`src/rtl/bg_noise_pkg.sv`:
```
// rtl/bg_noise_pkg.sv - shared constants, FSM state encoding and DW-bit saturation helper
package bg_noise_pkg;

    localparam int LANES     = 16;
    localparam int DW        = 8;
    localparam int AW        = 16;
    localparam int LOG2_NPER = 4;

    typedef enum logic [1:0] {
        IDLE  = 2'd0,
        CALIB = 2'd1,
        AVG   = 2'd2,
        RUN   = 2'd3
    } state_t;

    // Clamp a DW+1 bit signed difference into DW bits. Overflow shows up as
    // disagreement between the two top bits; the sign bit picks the rail.
    function automatic logic signed [DW-1:0] sat_dw(input logic signed [DW:0] v);
        logic signed [DW-1:0] r;
        if (v[DW] != v[DW-1]) begin
            r = v[DW] ? {1'b1, {(DW-1){1'b0}}} : {1'b0, {(DW-1){1'b1}}};
        end else begin
            r = v[DW-1:0];
        end
        return r;
    endfunction

endpackage

```
`src/rtl/bg_noise_remove_if.sv`:
```
// rtl/bg_noise_remove_if.sv - period-beat input stream and residual output stream
// master: upstream/downstream side (drives in_valid, in_data, out_ready)
// slave : bg_noise_remove (drives in_ready, out_valid, out_data)
interface bg_noise_remove_if;

    logic                                                in_valid;
    logic                                                in_ready;
    logic [bg_noise_pkg::LANES*bg_noise_pkg::DW-1:0]     in_data;
    logic                                                out_valid;
    logic                                                out_ready;
    logic [bg_noise_pkg::LANES*bg_noise_pkg::DW-1:0]     out_data;

    modport master (
        output in_valid, in_data, out_ready,
        input  in_ready, out_valid, out_data
    );

    modport slave (
        input  in_valid, in_data, out_ready,
        output in_ready, out_valid, out_data
    );

endinterface

```
`src/rtl/bg_noise_lane.sv`:
```
// rtl/bg_noise_lane.sv - one lane: noise accumulator, average register, subtract/saturate
// Ports: clk, rst_n; clr (zero accumulator), acc_en (add sample), avg_en (latch
// floor average), run_en (register saturated residual); sample in; avg, res out.
module bg_noise_lane
    import bg_noise_pkg::*;
(
    input  logic                 clk,
    input  logic                 rst_n,
    input  logic                 clr,
    input  logic                 acc_en,
    input  logic                 avg_en,
    input  logic                 run_en,
    input  logic signed [DW-1:0] sample,
    output logic signed [DW-1:0] avg,
    output logic signed [DW-1:0] res
);

    logic signed [AW-1:0] acc;
    logic signed [DW:0]   diff;

    assign diff = {sample[DW-1], sample} - {avg[DW-1], avg};

    always_ff @(posedge clk or negedge rst_n) begin
        if (!rst_n) begin
            acc <= '0;
        end else if (clr) begin
            acc <= '0;
        end else if (acc_en) begin
            acc <= acc + {{(AW-DW){sample[DW-1]}}, sample};
        end
    end

    // Selecting bits above LOG2_NPER is the arithmetic shift (floor toward
    // -inf); the upper bits are pure sign extension because the sum of
    // 2^LOG2_NPER DW-bit values always fits in DW+LOG2_NPER bits.
    always_ff @(posedge clk or negedge rst_n) begin
        if (!rst_n) begin
            avg <= '0;
        end else if (avg_en) begin
            avg <= acc[LOG2_NPER +: DW];
        end
    end

    always_ff @(posedge clk or negedge rst_n) begin
        if (!rst_n) begin
            res <= '0;
        end else if (run_en) begin
            res <= sat_dw(diff);
        end
    end

endmodule

```
`src/rtl/bg_noise_remove.sv`:
```
// rtl/bg_noise_remove.sv - background-noise calibration and per-lane subtraction
// Ports: clk, rst_n (async active-low); start pulse begins/restarts calibration;
// bus (slave) carries the input period beats and output residual stream;
// noise_avg is the per-lane floor average; calib_done is high in RUN.
module bg_noise_remove
    import bg_noise_pkg::*;
(
    input  logic                clk,
    input  logic                rst_n,
    input  logic                start,
    bg_noise_remove_if.slave    bus,
    output logic [LANES*DW-1:0] noise_avg,
    output logic                calib_done
);

    state_t               state_q;
    state_t               state_d;
    logic [LOG2_NPER-1:0] cnt;
    logic                 out_valid_q;
    logic                 in_ready_c;
    logic                 in_fire;
    logic                 clr;
    logic                 acc_en;
    logic                 avg_en;
    logic                 run_en;
    logic [LANES*DW-1:0]  res_bus;

    always_comb begin
        in_ready_c = 1'b0;
        unique case (state_q)
            CALIB:   in_ready_c = 1'b1;
            RUN:     in_ready_c = !out_valid_q || bus.out_ready;
            default: in_ready_c = 1'b0;
        endcase
    end

    assign in_fire = bus.in_valid && in_ready_c;

    // start is ignored only in AVG; a beat accepted in the same cycle as start
    // is dropped so the new calibration or pending flush starts clean.
    assign clr    = start && (state_q != AVG);
    assign acc_en = (state_q == CALIB) && in_fire && !start;
    assign avg_en = (state_q == AVG);
    assign run_en = (state_q == RUN) && in_fire && !start;

    always_ff @(posedge clk or negedge rst_n) begin
        if (!rst_n) begin
            state_q <= IDLE;
        end else begin
            state_q <= state_d;
        end
    end

    always_comb begin
        state_d = state_q;
        unique case (state_q)
            IDLE: begin
                if (start) state_d = CALIB;
            end
            CALIB: begin
                if (start) begin
                    state_d = CALIB;
                end else if (in_fire && (cnt == {LOG2_NPER{1'b1}})) begin
                    state_d = AVG;
                end
            end
            AVG: begin
                state_d = RUN;
            end
            RUN: begin
                if (start) state_d = CALIB;
            end
            default: state_d = IDLE;
        endcase
    end

    always_ff @(posedge clk or negedge rst_n) begin
        if (!rst_n) begin
            cnt <= '0;
        end else if (clr) begin
            cnt <= '0;
        end else if (acc_en) begin
            cnt <= cnt + 1'b1;
        end
    end

    always_ff @(posedge clk or negedge rst_n) begin
        if (!rst_n) begin
            out_valid_q <= 1'b0;
        end else if (clr) begin
            out_valid_q <= 1'b0;
        end else if (run_en) begin
            out_valid_q <= 1'b1;
        end else if (bus.out_ready) begin
            out_valid_q <= 1'b0;
        end
    end

    for (genvar i = 0; i < LANES; i++) begin : g_lane
        bg_noise_lane u_lane (
            .clk    (clk),
            .rst_n  (rst_n),
            .clr    (clr),
            .acc_en (acc_en),
            .avg_en (avg_en),
            .run_en (run_en),
            .sample (bus.in_data[DW*i +: DW]),
            .avg    (noise_avg[DW*i +: DW]),
            .res    (res_bus[DW*i +: DW])
        );
    end

    assign bus.in_ready  = in_ready_c;
    assign bus.out_valid = out_valid_q;
    assign bus.out_data  = res_bus;
    assign calib_done    = (state_q == RUN);

endmodule

```
`src/flat_wrapper.sv`:
```
// flat-port wrapper written by rule: the top's interface ports become plain ports
module bg_noise_remove_flat import bg_noise_pkg::*;
  (clk, rst_n, start, noise_avg, calib_done, bus_in_valid, bus_in_data, bus_out_ready, bus_in_ready, bus_out_valid, bus_out_data);
  bg_noise_remove_if bus_i ();
  input  logic clk;
  input  logic rst_n;
  input  logic start;
  output logic [LANES*DW-1:0] noise_avg;
  output logic calib_done;
  input wire logic [$bits(bus_i.in_valid)-1:0] bus_in_valid;
  input wire logic [$bits(bus_i.in_data)-1:0] bus_in_data;
  input wire logic [$bits(bus_i.out_ready)-1:0] bus_out_ready;
  output wire logic [$bits(bus_i.in_ready)-1:0] bus_in_ready;
  output wire logic [$bits(bus_i.out_valid)-1:0] bus_out_valid;
  output wire logic [$bits(bus_i.out_data)-1:0] bus_out_data;
  assign bus_i.in_valid = bus_in_valid;
  assign bus_i.in_data = bus_in_data;
  assign bus_i.out_ready = bus_out_ready;
  assign bus_in_ready = bus_i.in_ready;
  assign bus_out_valid = bus_i.out_valid;
  assign bus_out_data = bus_i.out_data;
  bg_noise_remove u_core (.clk(clk), .rst_n(rst_n), .start(start), .bus(bus_i), .noise_avg(noise_avg), .calib_done(calib_done));
endmodule
```
`config.mk`:
```
export PLATFORM = sky130hd
export DESIGN_NAME = bg_noise_remove_flat
export DESIGN_NICKNAME = d
export VERILOG_FILES = /design/src/rtl/bg_noise_pkg.sv /design/src/rtl/bg_noise_remove_if.sv /design/src/rtl/bg_noise_lane.sv /design/src/rtl/bg_noise_remove.sv /design/src/flat_wrapper.sv
export SDC_FILE = /design/constraint.sdc
export NUM_CORES = 1
export LEC_CHECK = 0
export BUFFER_PORTS_ARGS = -buffer_cell sky130_fd_sc_hd__buf_2
export CAP_MARGIN = 10
export CORE_MARGIN = 4
export CORE_UTILIZATION = 43
export CTS_CLUSTER_DIAMETER = 200
export CTS_CLUSTER_SIZE = 14
export DETAILED_ROUTE_END_ITERATION = 10
export PLACE_DENSITY = 0.6
export SETUP_SLACK_MARGIN = 0.3
export SYNTH_ARGS = -nofsm -noshare
export SYNTH_HDL_FRONTEND = slang
export SYNTH_SLANG_ARGS = --single-unit
```
`constraint.sdc`:
```
create_clock -name clk -period 3.01 [get_ports clk]
set_clock_uncertainty 0.05 [all_clocks]
set_input_delay 0.1505 -clock clk [delete_from_list [all_inputs] [get_ports clk]]
set_output_delay 0.1505 -clock clk [all_outputs]
set_load 0.02 [all_outputs]
```
# After elaboration in Yosys (flattened, before gate mapping)
# Cells that the tools add are included.
[word_totals]
regBits = 519
output_inout_bits = 259
word_cells = 196
[classes]
add_sub_neg = 33
eq_ne = 23
n_mux = 74
n_reduce_logical = 15
[ops]
columns = ["cell", "n"]
rows = [
  ["16-bit two-way mux", 32],
  ["16-bit adder", 16],
  ["8-bit two-way mux", 32],
  ["8-bit by 8-bit subtractor with 9-bit output", 16],
  ["1-bit inequality test", 16],
  ["4-bit two-way mux", 2],
  ["1-bit logical AND", 7],
  ["2-bit two-way mux", 3],
  ["2-bit case mux with 3 select lines", 1],
  ["4-bit by 1-bit adder with 4-bit output, second input constant", 1],
  ["2-bit == test, second input constant", 2],
  ["4-bit == test, second input constant", 1],
  ["1-bit two-way mux", 3],
  ["3-bit inequality test, second input constant", 1],
  ["3-bit nonzero test", 1],
  ["2-bit by 1-bit == test with 1-bit output, second input constant", 1],
  ["1-bit zero test", 2],
  ["2-bit zero test", 1],
  ["2-bit by 1-bit inequality test with 1-bit output, second input constant", 1],
  ["2-bit inequality test, second input constant", 1],
  ["1-bit case mux with 2 select lines", 1],
  ["2-bit AND reduction", 1],
  ["2-bit nonzero test", 1],
  ["2-bit OR reduction", 1],
  ["1-bit logical OR", 1],
]

# Depth between registers and ports, before layout
# Gate-level depths: netlist of run 1.
[logic_depth]
ltp_word = 8
depth_mapped = 11

# Hierarchy
# Synthesis of run 1 repeated with hierarchy kept, for this count alone.
[hier_totals]
cells_unflattened = 3632
hier_area_um2 = 33741.1
[by_module_without_submodules]
columns = ["mod", "instances", "cells_each", "area_each_um2", "seq_area_each_um2"]
rows = [
  ["bg_noise_lane at u_core.g_lane[12].u_lane ...", 7, 225, 2087.0, 700.7],
  ["bg_noise_lane at u_core.g_lane[0].u_lane ...", 6, 225, 2095.8, 700.7],
  ["bg_noise_lane at u_core.g_lane[8].u_lane ...", 2, 215, 2004.4, 700.7],
  ["bg_noise_lane at u_core.g_lane[1].u_lane", 1, 227, 2072.0, 700.7],
  ["bg_noise_remove", 1, 50, 476.7, 175.2],
]

# Worst setup path after synthesis of run 1
# OpenSTA, ideal clock, no wires.
[synth_timing]
kind = "register to register"
startpoint = "register u_core.g_lane[0].u_lane.avg[0]"
endpoint = "register u_core.g_lane[0].u_lane.res[0]"
arrival_time_ns = 2.321
path_slack_ns = 0.490
stages_incl_launch_ff = 9
path_buffers = 0
synth_period_minus_slack_ns = 2.520
path_cell_list = "dfrtp_1 ha_1 inv_1 fa_1 a21oi_1 o211ai_1 or2_2 o311ai_1 o21ai_0"
[synth_via]
elab_chain_cells = 3
elab_cells_between_ends = 4
cone_classes = "1 x add/sub; 1 x eq/ne; 2 x mux"
[synth_lines]
columns = ["item", "line_no", "source"]
rows = [
  ["from (decl)", "bg_noise_lane.sv:14", "output logic signed [DW-1:0] avg,"],
  ["from (signal assigned)", "bg_noise_lane.sv:40", "avg <= acc[LOG2_NPER +: DW];"],
  ["8-bit by 8-bit subtractor with 9-bit output (*)", "bg_noise_lane.sv:21", "assign diff = {sample[DW-1], sample} - {avg[DW-1], avg};"],
  ["8-bit two-way mux or 1-bit inequality test (tied branches)", "bg_noise_pkg.sv:21, bg_noise_pkg.sv:20", ""],
  ["8-bit two-way mux (*)", "bg_noise_pkg.sv:20", "if (v[DW] != v[DW-1]) begin"],
  ["to (signal assigned)", "bg_noise_lane.sv:48", "res <= sat_dw(diff);"],
  ["to (decl)", "bg_noise_lane.sv:15", "output logic signed [DW-1:0] res"],
]
# Every way passes the cells marked *; elsewhere a longest branch is shown, timed or not.
# A chain may end at the register's enable or synchronous reset.

# Final worst setup path of run 1
[layout_timing]
startpoint = "register u_core.g_lane[6].u_lane.avg[0]"
endpoint = "register u_core.g_lane[6].u_lane.res[6]"
[layout_via]
elab_chain_cells = 3
elab_cells_between_ends = 4
cone_classes = "1 x add/sub; 1 x eq/ne; 2 x mux"
[layout_lines]
columns = ["item", "line_no"]
rows = [
  ["from (decl)", "bg_noise_lane.sv:14"],
  ["from (signal assigned)", "bg_noise_lane.sv:40"],
  ["8-bit by 8-bit subtractor with 9-bit output (*)", "bg_noise_lane.sv:21"],
  ["8-bit two-way mux or 1-bit inequality test (tied branches)", "bg_noise_pkg.sv:21, bg_noise_pkg.sv:20"],
  ["8-bit two-way mux (*)", "bg_noise_pkg.sv:20"],
  ["to (signal assigned)", "bg_noise_lane.sv:48"],
  ["to (decl)", "bg_noise_lane.sv:15"],
]
# Marked as above.

==> results.toml, run 1 <==
[cells_and_area]
final_area_sq_mm = 0.0359
post-route-util_pct = 50.1
synthToLayoutAreaGrowth_pct = 15.1
drive_gt1_share_pct = 15.0
nets = 4318

[yosys]
netlist_area_sq_mm = 0.0312
synth-edff-count = 0
avgSynthCellArea_sq_um = 9.03
ys_seq_elements = 455
yosysTopAreaCell = "dfrtp_1"
syn_nets = 3924
yosys.area.top_type_share_pct = 36.5
synth_flop_cell = "dfrtp_1"
synth_seq_area_share_pct = 36.5
netlist_instances = 3451
synth_area_leaders = "dfrtp_1, ha_1, o21ai_0"
yosysUniqueCellTypes = 87
ys_async_sr_fraction_pct = 100
ys.warnings.count = 0

[timing]
hold_viol_final = 0
setup_viol = 0
rsz0062_at_grt = "no"
min_period_over_period_pct = 84.1
max_clock_freq_mhz = 395
layout_setup_ws_ns = 0.478
period_needed_ns = 2.53
tns_ns = 0
tightestPinTransition_ns = 0.692
whs_ns = 0.0315
drv_slew = 0
slew_headroom_pct = 53.5

[clock_tree]
cts_tree = "built"
clk-insertion-delay-late_ns = 0.57
cts_buffer_depth = 3
cts_htree_levels = 2
clockRootBuffer = "clkbuf_16"
cts_sinks = 455
cts_buffers = 38
path_clk_slew_ns = 0.07

[power_and_ir_drop]
cellPowerDensity_mw_per_mm2 = 478
leakage_nw = 16.6
peakVddDrop_v = 0.000361

[place]
place.gp.congestion = 0.856
io_buffer_count = 391
hpwl_mm = 64.3
placed_cell_area_sq_mm = 0.0344
dpl_worst_slack_ns = 0.338

[routing]
initialDrtViolationCount = 1492
vias = 26624
drc = 0
vias_per_cell = 5.54
drtPass1Iterations = 5
ant_nets = 0
routed_wl_mm = 86.4
wire_per_inst_um = 18.0

[setup_path]
critical_path_class = "flip-flop to flip-flop"
crit_fanout = 7
required_ns = 3.41
crit_arrival_ns = 2.93
end_kind = "flip-flop"
start_kind = "flip-flop"

[run]
max-cap-violations = 0

[die]
start_util_pct = 43.5
die_area_sq_mm = 0.0768
die_h_um = 277
ios = 392
die_w_um = 277
coreArea_sq_mm = 0.0716
rows = 98

[grt]
gr-total-overflow = 0
grt_pass1_wl_mm = 140
grt_max_degree = 135
grt_pass1_vias = 26004
grt_use_total_pct = 22.0
grt_antenna_before_repair = 8

[status]
status = "completed"

[hold_path]
holdCritPathClass = "input port to flip-flop"
[final timing paths]
| path | from | end | slack, ns | depth (start not counted) |
|---|---|---|---|---|
| max | u_core.g_lane[6].u_lane.avg[0] | u_core.g_lane[6].u_lane.res[6] | 0.48 | 9 |
| min | bus_in_data[29] | u_core.g_lane[3].u_lane.acc[5] | 0.03 | 4 |
| max reg2reg | u_core.g_lane[6].u_lane.avg[0] | u_core.g_lane[6].u_lane.res[6] | 0.48 | 9 |
| min reg2reg | u_core.g_lane[5].u_lane.res[7] | u_core.g_lane[5].u_lane.res[7] | 0.42 | 2 |
| max in group asynchronous | rst_n | u_core.g_lane[0].u_lane.avg[0] | 1.96 | 3 |
| min in group asynchronous | rst_n | u_core.g_lane[2].u_lane.res[1] | 0.07 | 2 |
[through the flow]
stage,total power [mW],instances
global placement,12.4,4724
detailed placement,12.4,4724
CTS,17.3,4796
global route,18.3,4803
floorplan,11.0,3451
finish,17.1,4803
[kinds of logic after synthesis]
family | Yosys count | synth area share [%]
simple gates | 909 | 13.4
fa+ha+maj | 340 | 14.4
mux | 21 | 0.739
compound gates | 1219 | 25.6
buf+inv | 318 | 3.96
xor+xnor | 189 | 5.31
flops | 455 | 36.5
[placed cells by master (no fill, tap or decap), types with 13 or more instances in the layout]
| master | Yosys | layout |
|---|---|---|
| or3_1 | 23 | 23 |
| ha_1 | 308 | 307 |
| buf_2 | 29 | 390 |
| fa_1 | 32 | 32 |
| nand4_1 | 19 | 19 |
| a221oi_1 | 16 | 15 |
| nor2_1 | 163 | 163 |
| buf_12 | 0 | 16 |
| nor3_1 | 84 | 84 |
| o211ai_1 | 25 | 25 |
| nor3b_1 | 13 | 13 |
| xor2_1 | 108 | 108 |
| inv_1 | 209 | 209 |
| o31a_1 | 19 | 19 |
| xnor2_1 | 81 | 81 |
| o21ai_1 | 32 | 32 |
| nor2b_1 | 30 | 29 |
| a21oi_1 | 172 | 172 |
| nand3_1 | 126 | 124 |
| o21ai_0 | 472 | 472 |
| clkbuf_16 | 0 | 41 |
| a41oi_1 | 28 | 27 |
| o21a_1 | 54 | 54 |
| a32oi_1 | 35 | 35 |
| dfrtp_1 | 455 | 455 |
| mux2_2 | 16 | 16 |
| dlygate4sd3_1 | 0 | 30 |
| nand2b_1 | 23 | 23 |
| a211oi_1 | 113 | 113 |
| buf_4 | 1 | 26 |
| o21bai_1 | 36 | 36 |
| a21o_1 | 89 | 89 |
| nand2_1 | 367 | 364 |
[metal layers]
| layer | up-vias | wire length, um | share of wire, % | track usage (%) |
|---|---|---|---|---|
| li1 | 13361 | - | - | - |
| met1 | 12666 | 41300 | 48 | 30.9 |
| met2 | 485 | 39300 | 45 | 35.6 |
| met3 | 110 | 3750 | 4.3 | 3.43 |
| met4 | 2 | 2000 | 2.3 | 5.58 |
| met5 | - | 13 | 0.015 | 0 |
[power breakdown]
group | internal (mW) | switching [mW]
Combinational | 2.17 | 3.01
Clock | 2.41 | 2.36
Sequential | 6.72 | 0.476
Total | 11.3 | 5.85
[cells in the mapped netlist (54+ instances only)]
library cell and number:
o21ai_0 472, dfrtp_1 455, nand2_1 367, ha_1 308, inv_1 209, a21oi_1 172
nor2_1 163, nand3_1 126, a211oi_1 113, xor2_1 108, a21o_1 89, nor3_1 84
xnor2_1 81, clkbuf_1 59, o21a_1 54
[layout make-up]
cell class | instances | area (sq um)
repair buffers | 463 | 2780
inverters | 209 | 785
multi-input cells | 2678 | 18700
fillers | 6844 | 35700
well taps | 950 | 1190
clock inverters | 1 | 8.76
clock buffers | 41 | 1030
diodes | 6 | 15.0
flip-flops and latches | 455 | 11400
[critical path, cell delays in order (launching register included)]
cell and delay [ns]:
dfrtp_1 0.38, ha_1 0.20, inv_1 0.06, fa_1 0.42, a211oi_1 0.30, o21bai_1 0.16
a21oi_4 0.24, o32ai_4 0.16, a2111oi_0 0.39, a21oi_1 0.07
[state kept, by name, indices dropped and copies added, names as in the netlist]
signal / flops
u_core.bus.out_valid: 1
u_core.state_q: 2
u_core.g_lane.u_lane.avg: 128
u_core.g_lane.u_lane.res: 128
u_core.cnt: 4
u_core.g_lane.u_lane.acc: 192
[timing repair]
action,CTS,global route
hold buffers,30,0
hold endpoints to repair,348,0
setup endpoints to repair,0,47
resized for setup,0,13
buffers inserted,0,1
Power figures use the tool's default switching activity.
==> run 2, diff against run 1 <==
- ABC_AREA: default -> 1
- PLACE_DENSITY: 0.6 -> 0.62
- clock period: 3.01 -> 2.21 ns (I/O delays scaled with it)
==> results.toml, run 2 <==
[cells_and_area]
reg.largest.list = "u_core.g_lane.u_lane.acc: 192 flops, u_core.g_lane.u_lane.avg: 128 flops, u_core.g_lane.u_lane.res: 128 flops"
fill_cells = 6785
mostFrequentLayoutCells = "nand2_1, inv_1, dfrtp_1"
nets = 5286
synthToLayoutAreaGrowth_pct = 25.0
top_register = "u_core.g_lane.u_lane.acc"
stdcell_count = 5771
seq_area_sq_mm = 0.0114
largest_reg_flops = 192
post-route-util_pct = 54.6
multi_input_area_sq_mm = 0.0197
layout_commonest_cell = "nand2_1"
final_area_sq_mm = 0.0393
drive_gt1_share_pct = 20.4

[yosys]
yosysUniqueCellTypes = 35
synth_seq_area_share_pct = 36.2
synthMostInstantiatedCell = "nand2_1"
ys_async_sr_fraction_pct = 100
netlist_instances = 4287
synth-edff-count = 0
avgSynthCellArea_sq_um = 7.33
synth_flop_cell = "dfrtp_1"
synth_area_leaders = "dfrtp_1, nand2_1, ha_1"
ys.warnings.count = 0
netlist_area_sq_mm = 0.0314
syn_nets = 4760
synthTopCellsByCount = "nand2_1, inv_1, dfrtp_1, a21oi_1, nor2_1"
yosysTopAreaCell = "dfrtp_1"
ys_seq_elements = 455
yosys.area.top_type_share_pct = 36.2

[timing]
layout_setup_ws_ns = 0.276
tns_ns = 0
drv_slew = 0
whs_ns = 0.0168
tightestPinTransition_ns = 0.513
hold_viol_final = 0
period_needed_ns = 1.93
rsz0062_at_grt = "yes"
slew_headroom_pct = 65.8
setup_viol = 0
max_clock_freq_mhz = 517
min_period_over_period_pct = 87.5

[routing]
top_layer_used = "met5"
wire_per_inst_um = 16.6
vias = 29904
drtPass1Iterations = 5
met1_length_mm = 42.5
vias_per_cell = 5.18
initialDrtViolationCount = 1646
routed_wl_mm = 95.8
wl_met3_mm = 4.50
drc = 0
wl_met2_mm = 46.1
ant_nets = 0

[power_and_ir_drop]
cellPowerDensity_mw_per_mm2 = 695
total_power_mw = 27.3
peakVddDrop_v = 0.000509
leakage_nw = 20.3

[hold_path]
min_from = "bus_in_data[76]"
holdPathStages = 5
holdCritPathClass = "input port to flip-flop"
holdPathEnd = "u_core.g_lane[9].u_lane.res[4]"

[setup_path]
rr_endpoint = "u_core.g_lane[8].u_lane.res[1]"
crit_fanout = 7
start_kind = "flip-flop"
reg2reg_depth = 11
crit_arrival_ns = 2.34
r2r_start = "u_core.g_lane[8].u_lane.avg[5]"
required_ns = 2.61
reg2reg_slack_ns = 0.28
end_kind = "flip-flop"
critical_path_class = "flip-flop to flip-flop"

[place]
io_buffer_count = 391
place.gp.congestion = 0.921
dpl_worst_slack_ns = 0.206
placed_cell_area_sq_mm = 0.0347
hpwl_mm = 66.7
dp_cells = 5575

[grt]
gr-total-overflow = 0
grt_pass1_vias = 28476
grt_antenna_before_repair = 9
grt_max_degree = 96
grt_use_total_pct = 22.4
grt_pass1_wl_mm = 145

[run]
max-cap-violations = 0

[clock_tree]
cts_buffer_depth = 3
path_clk_slew_ns = 0.07
clockRootBuffer = "clkbuf_16"
clk-insertion-delay-late_ns = 0.56
cts_sinks = 455
cts_buffers = 38
cts_htree_levels = 2
cts_tree = "built"

[die]
die_w_um = 278
die_h_um = 278
rows = 98
ios = 392
start_util_pct = 43.7
die_area_sq_mm = 0.0775
coreArea_sq_mm = 0.0720

[status]
status = "completed"
-- run 2: cell types whose count changed after synthesis, sizes merged, moves of 39 or more --
cell	change
a21oi	+197
nand4	+39
o21ai	-239
a211oi	-121
inv	+293
nand2	+1011
nor3	-66
a21o	-89
nor2	+181
o21a	-54
xnor2	-55
nand3	+102
-- run 2: area by class of cell --
class | instances | area share (%)
Timing Repair Buffer | 574 | 10.4
Antenna cell | 5 | 0.0319
Inverter | 503 | 4.86
Clock buffer | 42 | 2.62
Sequential cell | 455 | 29.0
Multi-Input combinational cell | 3241 | 50.1
Tap cell | 950 | 3.03
Clock inverter | 1 | 0.0223
-- run 2: metal layers --
layer | track usage, % | vias up
met1 | 29.0 | 14127
met3 | 3.56 | 145
met2 | 39.3 | 616
li1 | - | 15012
met5 | 0 | -
met4 | 5.69 | 4
-- run 2: how the worst max path moves through the flow --
stage | from | to | slack [ns] | cells past startpoint
2_1_floorplan | u_core.state_q[0] | u_core.g_lane[10].u_lane.res[0] | 0.30 | 7
3_3_place_gp | u_core.g_lane[6].u_lane.avg[0] | u_core.g_lane[6].u_lane.res[2] | 0.26 | 9
3_5_place_dp | u_core.g_lane[0].u_lane.avg[0] | u_core.g_lane[0].u_lane.res[3] | 0.21 | 11
4_1_cts | u_core.state_q[1] | u_core.g_lane[12].u_lane.acc[2] | 0.28 | 11
5_1_grt | u_core.g_lane[1].u_lane.avg[2] | u_core.g_lane[1].u_lane.res[0] | 0.19 | 11
6_report | u_core.g_lane[8].u_lane.avg[5] | u_core.g_lane[8].u_lane.res[1] | 0.28 | 11
-- run 2: worst max-delay path: stages (launching register included) --
cell	delay (ns)
dfrtp_1	0.35
inv_1	0.05
ha_1	0.36
nand2_1	0.13
inv_1	0.06
a21oi_2	0.16
nand2_1	0.10
nand2_2	0.09
nand2_1	0.07
a21oi_2	0.17
buf_6	0.16
a21oi_1	0.07
-- run 2: repair_timing --
action | in CTS | in global routing
hold endpoints to repair | 522 | 0
gates resized for setup | 19 | 473
buffers inserted | 8 | 72
pin swaps | 8 | 107
gates cloned | 0 | 13
endpoints found under the setup margin | 97 | 297
hold buffers | 55 | 0
-- run 2: cell families after synthesis --
family / Yosys count / synth area share, %
buffers and inverters: 591 / 7.44
DFF: 455 / 36.2
adders and majority gates: 340 / 14.3
and+or+nand+nor: 2055 / 26.4
xor gates and xnor gates: 97 / 2.70
AOI/OAI and AO/OA: 749 / 13.0
-- run 2: report_power, final --
| group | switching, mW | leakage (nW) | internal [mW] | total (mW) |
|---|---|---|---|---|
| registers | 1.02 | 5.87 | 9.78 | 10.8 |
| clock network | 3.18 | 0.511 | 3.28 | 6.46 |
| logic | 6.30 | 13.9 | 3.75 | 10.1 |
| total | 10.5 | 20.3 | 16.8 | 27.3 |
